==> src/rtl/split_bus_arbiter_pkg.sv <==
// Shared types and helpers for the split-capable bus arbiter.
package bus_arb_pkg;

    typedef enum logic [1:0] {
        IDLE        = 2'd0,
        GRANT       = 2'd1,
        RESUME_WAIT = 2'd2
    } arb_state_t;

    localparam int DEF_NUM_MASTERS         = 2;
    localparam int DEF_SPLIT_GRANT_LATENCY = 2;
    localparam int MAX_MASTERS             = 4;

    // One-hot vector over the largest supported master count.
    function automatic logic [MAX_MASTERS-1:0] onehot(input int idx);
        logic [MAX_MASTERS-1:0] v;
        for (int i = 0; i < MAX_MASTERS; i++) begin
            v[i] = (i == idx);
        end
        return v;
    endfunction

endpackage

==> src/rtl/split_bus_arbiter_if.sv <==
// Bus-side handshake of the split arbiter: master requests, grants and split signalling.
interface split_bus_if
    import bus_arb_pkg::*;
#(
    parameter int NUM_MASTERS = DEF_NUM_MASTERS
);
    localparam int IW = $clog2(NUM_MASTERS);

    logic [NUM_MASTERS-1:0] m_req;
    logic [NUM_MASTERS-1:0] m_grant;
    logic [IW-1:0]          bus_owner;
    logic                   bus_busy;
    logic                   split_ack;
    logic                   split_req;
    logic                   split_grant;
    logic                   split_pending;
    logic                   split_err;

    // master: the arbiter, which owns the grant side of the bus
    modport master (
        input  m_req, split_ack, split_req,
        output m_grant, bus_owner, bus_busy, split_grant, split_pending, split_err
    );

    modport slave (
        output m_req, split_ack, split_req,
        input  m_grant, bus_owner, bus_busy, split_grant, split_pending, split_err
    );

endinterface

==> src/rtl/split_bus_arbiter_prio_enc.sv <==
// Fixed-priority encoder: lowest unmasked requesting index wins.
module arb_prio_enc #(
    parameter int N  = 2,
    parameter int IW = 1
) (
    input  logic [N-1:0]  req,
    input  logic [N-1:0]  mask,
    output logic          found,
    output logic [IW-1:0] idx
);

    logic [N-1:0] elig;

    always_comb begin
        elig  = req & ~mask;
        found = 1'b0;
        idx   = '0;
        for (int i = N - 1; i >= 0; i--) begin
            if (elig[i]) begin
                found = 1'b1;
                idx   = IW'(i);
            end
        end
    end

endmodule

==> src/rtl/split_bus_arbiter.sv <==
// Split-capable bus arbiter: grants the shared bus, parks split masters and resumes
// them with a split_grant pulse a fixed number of cycles after the slave asks.
module split_bus_arbiter
    import bus_arb_pkg::*;
#(
    parameter int NUM_MASTERS         = DEF_NUM_MASTERS,
    parameter int SPLIT_GRANT_LATENCY = DEF_SPLIT_GRANT_LATENCY
) (
    input logic       clk,
    input logic       rst,
    split_bus_if.master bus
);

    localparam int NM = NUM_MASTERS;
    localparam int IW = $clog2(NM);
    localparam int CW = $clog2(SPLIT_GRANT_LATENCY + 1);

    arb_state_t             state_q, state_d;
    logic [CW-1:0]          cnt_q, cnt_d;
    logic [IW-1:0]          parked_q, parked_d;
    logic [IW-1:0]          owner_q, owner_d;
    logic [MAX_MASTERS-1:0] grant_q, grant_d;
    logic                   split_grant_q, split_grant_d;
    logic                   pending_q, pending_d;
    logic                   err_q, err_d;

    logic [NM-1:0]          mask;
    logic                   found;
    logic [IW-1:0]          idx;

    // The parked master keeps its request high; hide it until it is resumed.
    always_comb begin
        for (int i = 0; i < NM; i++) begin
            mask[i] = pending_q && (parked_q == IW'(i));
        end
    end

    arb_prio_enc #(
        .N  (NM),
        .IW (IW)
    ) u_prio_enc (
        .req   (bus.m_req),
        .mask  (mask),
        .found (found),
        .idx   (idx)
    );

    always_ff @(posedge clk) begin
        if (rst) begin
            state_q       <= IDLE;
            cnt_q         <= '0;
            parked_q      <= '0;
            owner_q       <= '0;
            grant_q       <= '0;
            split_grant_q <= 1'b0;
            pending_q     <= 1'b0;
            err_q         <= 1'b0;
        end else begin
            state_q       <= state_d;
            cnt_q         <= cnt_d;
            parked_q      <= parked_d;
            owner_q       <= owner_d;
            grant_q       <= grant_d;
            split_grant_q <= split_grant_d;
            pending_q     <= pending_d;
            err_q         <= err_d;
        end
    end

    always_comb begin
        state_d       = state_q;
        cnt_d         = cnt_q;
        parked_d      = parked_q;
        owner_d       = owner_q;
        grant_d       = grant_q;
        split_grant_d = 1'b0;
        pending_d     = pending_q;
        err_d         = err_q;

        case (state_q)
            IDLE: begin
                if (pending_q && bus.split_req) begin
                    cnt_d   = CW'(SPLIT_GRANT_LATENCY);
                    state_d = RESUME_WAIT;
                end else if (found) begin
                    grant_d = onehot(int'(idx));
                    owner_d = idx;
                    state_d = GRANT;
                end
            end

            GRANT: begin
                if (bus.split_ack && pending_q) begin
                    err_d = 1'b1;
                end
                if (bus.split_ack && !pending_q) begin
                    parked_d  = owner_q;
                    pending_d = 1'b1;
                    grant_d   = '0;
                    state_d   = IDLE;
                end else if (!bus.m_req[owner_q]) begin
                    grant_d = '0;
                    state_d = IDLE;
                end
            end

            RESUME_WAIT: begin
                if (cnt_q == CW'(1)) begin
                    cnt_d         = '0;
                    split_grant_d = 1'b1;
                    grant_d       = onehot(int'(parked_q));
                    owner_d       = parked_q;
                    pending_d     = 1'b0;
                    state_d       = GRANT;
                end else begin
                    cnt_d = cnt_q - CW'(1);
                end
            end

            default: begin
                state_d = IDLE;
                grant_d = '0;
            end
        endcase
    end

    assign bus.m_grant       = grant_q[NM-1:0];
    assign bus.bus_owner     = owner_q;
    assign bus.bus_busy      = |grant_q;
    assign bus.split_grant   = split_grant_q;
    assign bus.split_pending = pending_q;
    assign bus.split_err     = err_q;

endmodule

==> src/flat_wrapper.sv <==
// flat-port wrapper written by rule: the top's interface ports become plain ports
module split_bus_arbiter_flat import bus_arb_pkg::*;
#(
    parameter int NUM_MASTERS         = DEF_NUM_MASTERS,
    parameter int SPLIT_GRANT_LATENCY = DEF_SPLIT_GRANT_LATENCY
)
  (clk, rst, bus_m_req, bus_split_ack, bus_split_req, bus_m_grant, bus_bus_owner, bus_bus_busy, bus_split_grant, bus_split_pending, bus_split_err);
  split_bus_if #(.NUM_MASTERS(NUM_MASTERS)) bus_i ();
  input logic clk;
  input logic rst;
  input wire logic [$bits(bus_i.m_req)-1:0] bus_m_req;
  input wire logic [$bits(bus_i.split_ack)-1:0] bus_split_ack;
  input wire logic [$bits(bus_i.split_req)-1:0] bus_split_req;
  output wire logic [$bits(bus_i.m_grant)-1:0] bus_m_grant;
  output wire logic [$bits(bus_i.bus_owner)-1:0] bus_bus_owner;
  output wire logic [$bits(bus_i.bus_busy)-1:0] bus_bus_busy;
  output wire logic [$bits(bus_i.split_grant)-1:0] bus_split_grant;
  output wire logic [$bits(bus_i.split_pending)-1:0] bus_split_pending;
  output wire logic [$bits(bus_i.split_err)-1:0] bus_split_err;
  assign bus_i.m_req = bus_m_req;
  assign bus_i.split_ack = bus_split_ack;
  assign bus_i.split_req = bus_split_req;
  assign bus_m_grant = bus_i.m_grant;
  assign bus_bus_owner = bus_i.bus_owner;
  assign bus_bus_busy = bus_i.bus_busy;
  assign bus_split_grant = bus_i.split_grant;
  assign bus_split_pending = bus_i.split_pending;
  assign bus_split_err = bus_i.split_err;
  split_bus_arbiter #(.NUM_MASTERS(NUM_MASTERS), .SPLIT_GRANT_LATENCY(SPLIT_GRANT_LATENCY)) u_core (.clk(clk), .rst(rst), .bus(bus_i));
endmodule
==> config.mk <==
export PLATFORM = sky130hd
export DESIGN_NAME = split_bus_arbiter_flat
export DESIGN_NICKNAME = d
export VERILOG_FILES = /design/src/rtl/split_bus_arbiter_pkg.sv /design/src/rtl/split_bus_arbiter_if.sv /design/src/rtl/split_bus_arbiter_prio_enc.sv /design/src/rtl/split_bus_arbiter.sv /design/src/flat_wrapper.sv
export SDC_FILE = /design/constraint.sdc
export NUM_CORES = 1
export LEC_CHECK = 0
export ABC_CLOCK_PERIOD_IN_PS = 1340
export CORE_UTILIZATION = 42
export DETAILED_ROUTE_END_ITERATION = 12
export PLACE_DENSITY = 0.68
export SLEW_MARGIN = 20
export SYNTH_ARGS = -nofsm -noshare
export SYNTH_HDL_FRONTEND = slang
export SYNTH_HIERARCHICAL = 1
export SYNTH_SLANG_ARGS = --single-unit
==> constraint.sdc <==
create_clock -name clk -period 1.34 [get_ports clk]
set_input_delay 0.201 -clock clk [delete_from_list [all_inputs] [get_ports clk]]
set_output_delay 0.201 -clock clk [all_outputs]
set_load 0.03 [all_outputs]
# --- Yosys cells after proc, flatten, opt, wreduce, memory -nomap -nowiden ---
# Index checks and enable logic that the tools add are counted.
totals:
  regBits: 13
  out_inout_bits: 7
op_classes:
  bitwise_logic: 6
  n_reduce_logical: 18
  add_sub_neg: 1
  eq_ne: 10
  n_lt_le_gt_ge: 1
  mux: 28
op_table:
  columns: ["cell", "count"]
  rows:
  - ["two-way mux 4 bit", 5]
  - ["two-way mux 2 bit", 7]
  - ["case mux 4 bit (3 select lines)", 1]
  - ["two-way mux 1 bit", 11]
  - ["!= test 2 x 1 -> 1 bit, second input constant", 4]
  - ["AND reduction 4 bit", 2]
  - ["case mux 2 bit (3 select lines)", 1]
  - ["AND reduction 2 bit", 3]
  - ["AND reduction 3 bit", 2]
  - ["logical AND 1 bit", 5]
  - ["equality test 2 x 1 -> 1 bit, second input constant", 2]
  - ["NOT 1 bit", 4]
  - ["case mux 1 bit (2 select lines)", 2]
  - ["case mux 2 bit (2 select lines)", 1]
  - ["nonzero test 2 bit", 2]
  - ["OR reduction 4 bit", 1]
  - ["!= test 3 x 1 -> 1 bit, second input constant", 1]
  - ["!= test 3 x 2 -> 1 bit, second input constant", 1]
  - ["bitwise AND 2 bit", 1]
  - ["equality test 2 bit, second input constant", 1]
  - ["zero test 2 bit", 1]
  - ["< comparator 1 x 2 -> 1 bit, second input constant", 1]
  - ["!= test 2 bit, second input constant", 1]
  - ["NOT 2 bit", 1]
  - ["3 further kinds", 3]

# --- Logic depth before layout (Yosys ltp) ---
depth:
  ltp_word: 10
  depth_mapped: 7
  depth_no_buf: 7

# --- Cells and area by module ---
# Netlist, hierarchy kept.
modules_own_cells:
  columns: ["module", "n_inst", "area_each_um2", "cells_each"]
  rows:
  - ["split_bus_arbiter", 1, 549.3, 61]
  - ["arb_prio_enc", 1, 38.8, 5]

# --- Least setup slack after synthesis ---
# No wires, ideal clock.
synth_path:
  kind: "register -> register"
  from: "register u_core.pending_q, in the netlist u_core/bus.split_pending"
  to: "register u_core.owner_q, in the netlist u_core/bus.bus_owner"
  arrival_ps: 1362
  stages_incl_launch_ff: 8
  setup_time_ps: 134
  slack_ps: -156
  path_buffers: 0
  required_ps: 1206
  path_cell_list: "dfxtp_1 and2_1 nand2b_4 a21oi_2 mux2i_1 nand2_1 nor2_1 a211oi_2"
synth_between:
  elab_chain_len: 8
synth_lines:
  columns: ["item", "line_no", "rtl"]
  rows:
  - ["from (decl)", "split_bus_arbiter.sv:24", "logic pending_q, pending_d;"]
  - ["from (signal assigned)", "split_bus_arbiter.sv:65", "pending_q <= pending_d;"]
  - ["logical AND 1 bit", "split_bus_arbiter.sv:34", "mask[i] = pending_q && (parked_q == IW'(i));"]
  - ["via u_core.mask[1]", "split_bus_arbiter.sv:27", "logic [NM-1:0] mask;"]
  - ["NOT 2 bit", "split_bus_arbiter_prio_enc.sv:15", "elig = req & ~mask;"]
  - ["bitwise AND 2 bit", "split_bus_arbiter_prio_enc.sv:15", null]
  - ["two-way mux 1 bit (2 in a row)", "split_bus_arbiter_prio_enc.sv:19", "if (elig[i]) begin"]
  - ["via u_core.idx", "split_bus_arbiter.sv:29", "logic [IW-1:0] idx;"]
  - ["two-way mux 1 bit", "split_bus_arbiter.sv:85", "end else if (found) begin"]
  - ["two-way mux 1 bit", "split_bus_arbiter.sv:82", "if (pending_q && bus.split_req) begin"]
  - ["case mux 1 bit (2 select lines)", "split_bus_arbiter.sv:80", "case (state_q)"]
  - ["to (signal assigned)", "split_bus_arbiter.sv:62", "owner_q <= owner_d;"]
  - ["to (decl)", "split_bus_arbiter.sv:21", "logic [IW-1:0] owner_q, owner_d;"]
# The timed path passes the listed nets, and every way through them passes these cells. The select of a mux whose other input is x is not followed.
# A chain may end at the register's enable or synchronous reset.

# --- Worst setup path in the final report ---
layout_path:
  from: "register u_core.parked_q"
  to: "register u_core.grant_q[1]"
layout_lines:
  columns: ["item", "line_no", "rtl"]
  rows:
  - ["from (decl)", "split_bus_arbiter.sv:20", "logic [IW-1:0] parked_q, parked_d;"]
  - ["from (signal assigned)", "split_bus_arbiter.sv:61", "parked_q <= parked_d;"]
  - ["logical AND 1 bit", "split_bus_arbiter.sv:34", null]
  - ["via u_core.mask[1]", "split_bus_arbiter.sv:27", null]
  - ["NOT 2 bit", "split_bus_arbiter_prio_enc.sv:15", null]
  - ["bitwise AND 2 bit", "split_bus_arbiter_prio_enc.sv:15", null]
  - ["two-way mux 1 bit (2 in a row)", "split_bus_arbiter_prio_enc.sv:19", null]
  - ["via u_core.found", "split_bus_arbiter.sv:28", "logic found;"]
  - ["!= test 2 x 1 -> 1 bit (no source line)", null, null]
  - ["AND reduction 4 bit (no source line)", null, null]
  - ["to (signal assigned)", "split_bus_arbiter.sv:63", "grant_q <= grant_d;"]
  - ["to (decl)", "split_bus_arbiter.sv:22", "logic [MAX_MASTERS-1:0] grant_q, grant_d;"]
# The timed path passes the listed nets, and every way through them passes these cells. The select of a mux whose other input is x is not followed.

==> impl_metrics.json <==
{
  "status": "complete, but fails checks",
  "violations": "negative setup slack",
  "rsz0062_at_grt": "true",
  "period_needed_ns": 1.345,
  "io_pins": 13,
  "final_util_pct": 65.38,
  "grt_pass1_wl_mm": 1.814,
  "grt_usage_pct": 17.61,
  "clock-sinks": 11,
  "synth.yosys.seq_area_share_pct": 37.45,
  "chipWidth_um": 39.42,
  "cp-start-kind": "flip-flop",
  "drc": 0,
  "dp_slack_ns": -0.2270,
  "final_hold_viol_count": 0,
  "reg2regPathDepth": 6,
  "power_mw": 0.8940,
  "layout_worst_path_cycle_share_pct": 100.4,
  "wirelength_mm": 1.276,
  "relSlewSlack_pct": 79.39,
  "core_area_mm2": 0.001301,
  "netlist_instances": 66,
  "cts_buffer_depth": 2,
  "holdPathStages": 2,
  "nets": 98,
  "clkLatencyLatePin_ns": 0.26,
  "initial_core_util_pct": 45.19,
  "tns_ns": -0.005223,
  "fp.dieArea_mm2": 0.001554,
  "holdBufCountCts": 0,
  "crit_arrival_ns": 1.53,
  "yosysUniqueCellTypes": 28,
  "p_leak_nw": 0.3600,
  "yosysWarningCount": 6,
  "routedWlPerCell_um": 12.15,
  "rows": 13,
  "numCtsBuffers": 3,
  "root_buffer": "clkbuf_4",
  "clock.fmax_ghz": 0.7434,
  "synth-edff-count": 0,
  "num_vias": 510,
  "syn_avg_cell_area_um2": 8.910,
  "worstPathMaxFanout": 3,
  "path_class": "flip-flop to flip-flop",
  "ys_ff_latch": 11,
  "drv_slew": 0,
  "grt_max_degree": 9,
  "synth_flop_cell": "dfxtp_1",
  "p_clk_share_pct": 25.0,
  "maxCapViolations": 0,
  "vdd_drop_max_uv": 631.2,
  "antenna_left": 0,
  "fill_cells": 116,
  "tightest_slew_ns": 0.3103,
  "htree_num_levels": 1,
  "grt_pass1_vias": 451,
  "cts_tree": "built",
  "drive_above_1_share_pct": 40.00,
  "grt-ovfl-total": 0,
  "async_reset_ff_share_pct": 0,
  "dpl_cell_area_um2": 789.5,
  "setup_viol": 1,
  "synthesis.nets": 73,
  "clock_skew_ns": 0.005421,
  "viasPerCell": 4.857,
  "port_buffers": 12,
  "layout_setup_ws_ns": -0.005223,
  "syn_area_um2": 588.1,
  "antenna_cells": 0,
  "final_common_cell": "buf_4",
  "p_seq_share_pct": 42.6,
  "antenna_found_initial": 0,
  "die_height_um": 39.42,
  "drt_iter0_markers": 2,
  "pwr-share-comb_pct": 32.4,
  "p_int_mw": 0.6117,
  "switching_power_mw": 0.2823,
  "swShare_pct": 31.58,
  "powerDensity_mw_per_mm2": 1051,
  "dpl.hpwl_um": 970.1,
  "area_delta_synth_final_pct": 44.68,
  "gp_congestion": 0.7413,
  "clk_pin_slew_worst_paths_ns": 0.07,
  "cts_setup_buffers": 0,
  "end_kind": "flip-flop",
  "firstDrtPassIters": 3,
  "final_area_um2": 850.8,
  "required_ns": 1.52,
  "hp-class": "flip-flop to flip-flop",
  "final_cell_mix": "buf_4, nor2_1, nand2_1, dfxtp_1"
}
[state kept, by name, summed over array words and instances (netlist names)]
name and cells:
u_core/bus.split_grant 1, u_core/parked_q 1, u_core/bus.bus_owner 1, u_core/bus.split_pending 1, u_core/state_q 2, u_core/grant_q 2, u_core/bus.split_err 1, u_core/cnt_q 2
[metrics by stage]
step	hold WS, ns	std cells
global route	0.5050	105
CTS	0.4866	105
global placement	0.4561	101
detailed placement	0.4757	101
floorplan	0.3652	66
finish	0.4803	105
[kinds of logic after synthesis]
group                      count (synthesis)  share of synthesized area (%)
adders and majority gates                  1                          2.127
DFF                                       11                          37.45
and+or+nand+nor                           29                          27.24
AOI/OAI and AO/OA                         13                          18.51
buffers and inverters                      7                          5.744
muxes                                      5                          8.936
[final cells by class]
class                           instances  area (um2)  share of cell area (%)
Clock buffer                            4       26.28                   3.088
Tap cell                               15       18.77                   2.206
Inverter                                5       18.77                   2.206
Multi-Input combinational cell         48       376.6                   44.26
Timing Repair Buffer                   22       183.9                   21.62
Sequential cell                        11       226.5                   26.62
[layer usage]
| layer | vias to the layer above | global-route usage (%) | wire length [um] |
|---|---|---|---|
| li1 | 269 | - | - |
| met1 | 233 | 21.38 | 612 |
| met5 | - | 0 | 0 |
| met4 | 0 | 7.759 | 12 |
| met3 | 2 | 3.977 | 38 |
| met2 | 6 | 29.10 | 612 |
[Yosys cell counts (2+ instances only)]
cell type | instances | share of area, %
nand2b_1 | 3 | 3.2
a21oi_2 | 2 | 3.0
o21ai_0 | 2 | 1.7
inv_1 | 5 | 3.2
mux2_2 | 2 | 3.8
and2b_2 | 2 | 3.0
nor3_1 | 3 | 2.6
dfxtp_1 | 11 | 37
mux2i_1 | 3 | 5.1
a21boi_2 | 2 | 3.8
nor2_1 | 7 | 4.5
a21oi_1 | 3 | 2.6
nand2_1 | 6 | 3.8
[power by group through the flow]
stage	logic, mW	clock network [mW]	registers [mW]
global route	0.312	0.242	0.385
global placement	0.285	0	0.385
CTS	0.282	0.225	0.378
detailed placement	0.289	0	0.386
finish	0.290	0.223	0.381
floorplan	0.142	0	0.415
[critical path, stage by stage, from the launching register on]
cell      delay [ns]
dfxtp_2         0.35
and2_1          0.16
nand2b_4        0.15
o21ai_4         0.07
a21boi_4        0.08
or2_4           0.27
o32ai_2         0.19
[path summary, 6_finish.rpt]
path / start / slack (ns) / end
worst max-delay path: u_core/parked_q / -0.005 / u_core/grant_q[1]
worst min-delay path: u_core/bus.split_err / 0.48 / u_core/bus.split_err
worst max register to register: u_core/parked_q / -0.005 / u_core/grant_q[1]
worst min register to register: u_core/bus.split_err / 0.48 / u_core/bus.split_err
[repair_timing]
item | in CTS | in global routing
pin swaps | 0 | 3
setup endpoints to repair | 10 | 5
resized for setup | 13 | 10
No activity file was read; power rests on OpenSTA's default activity.
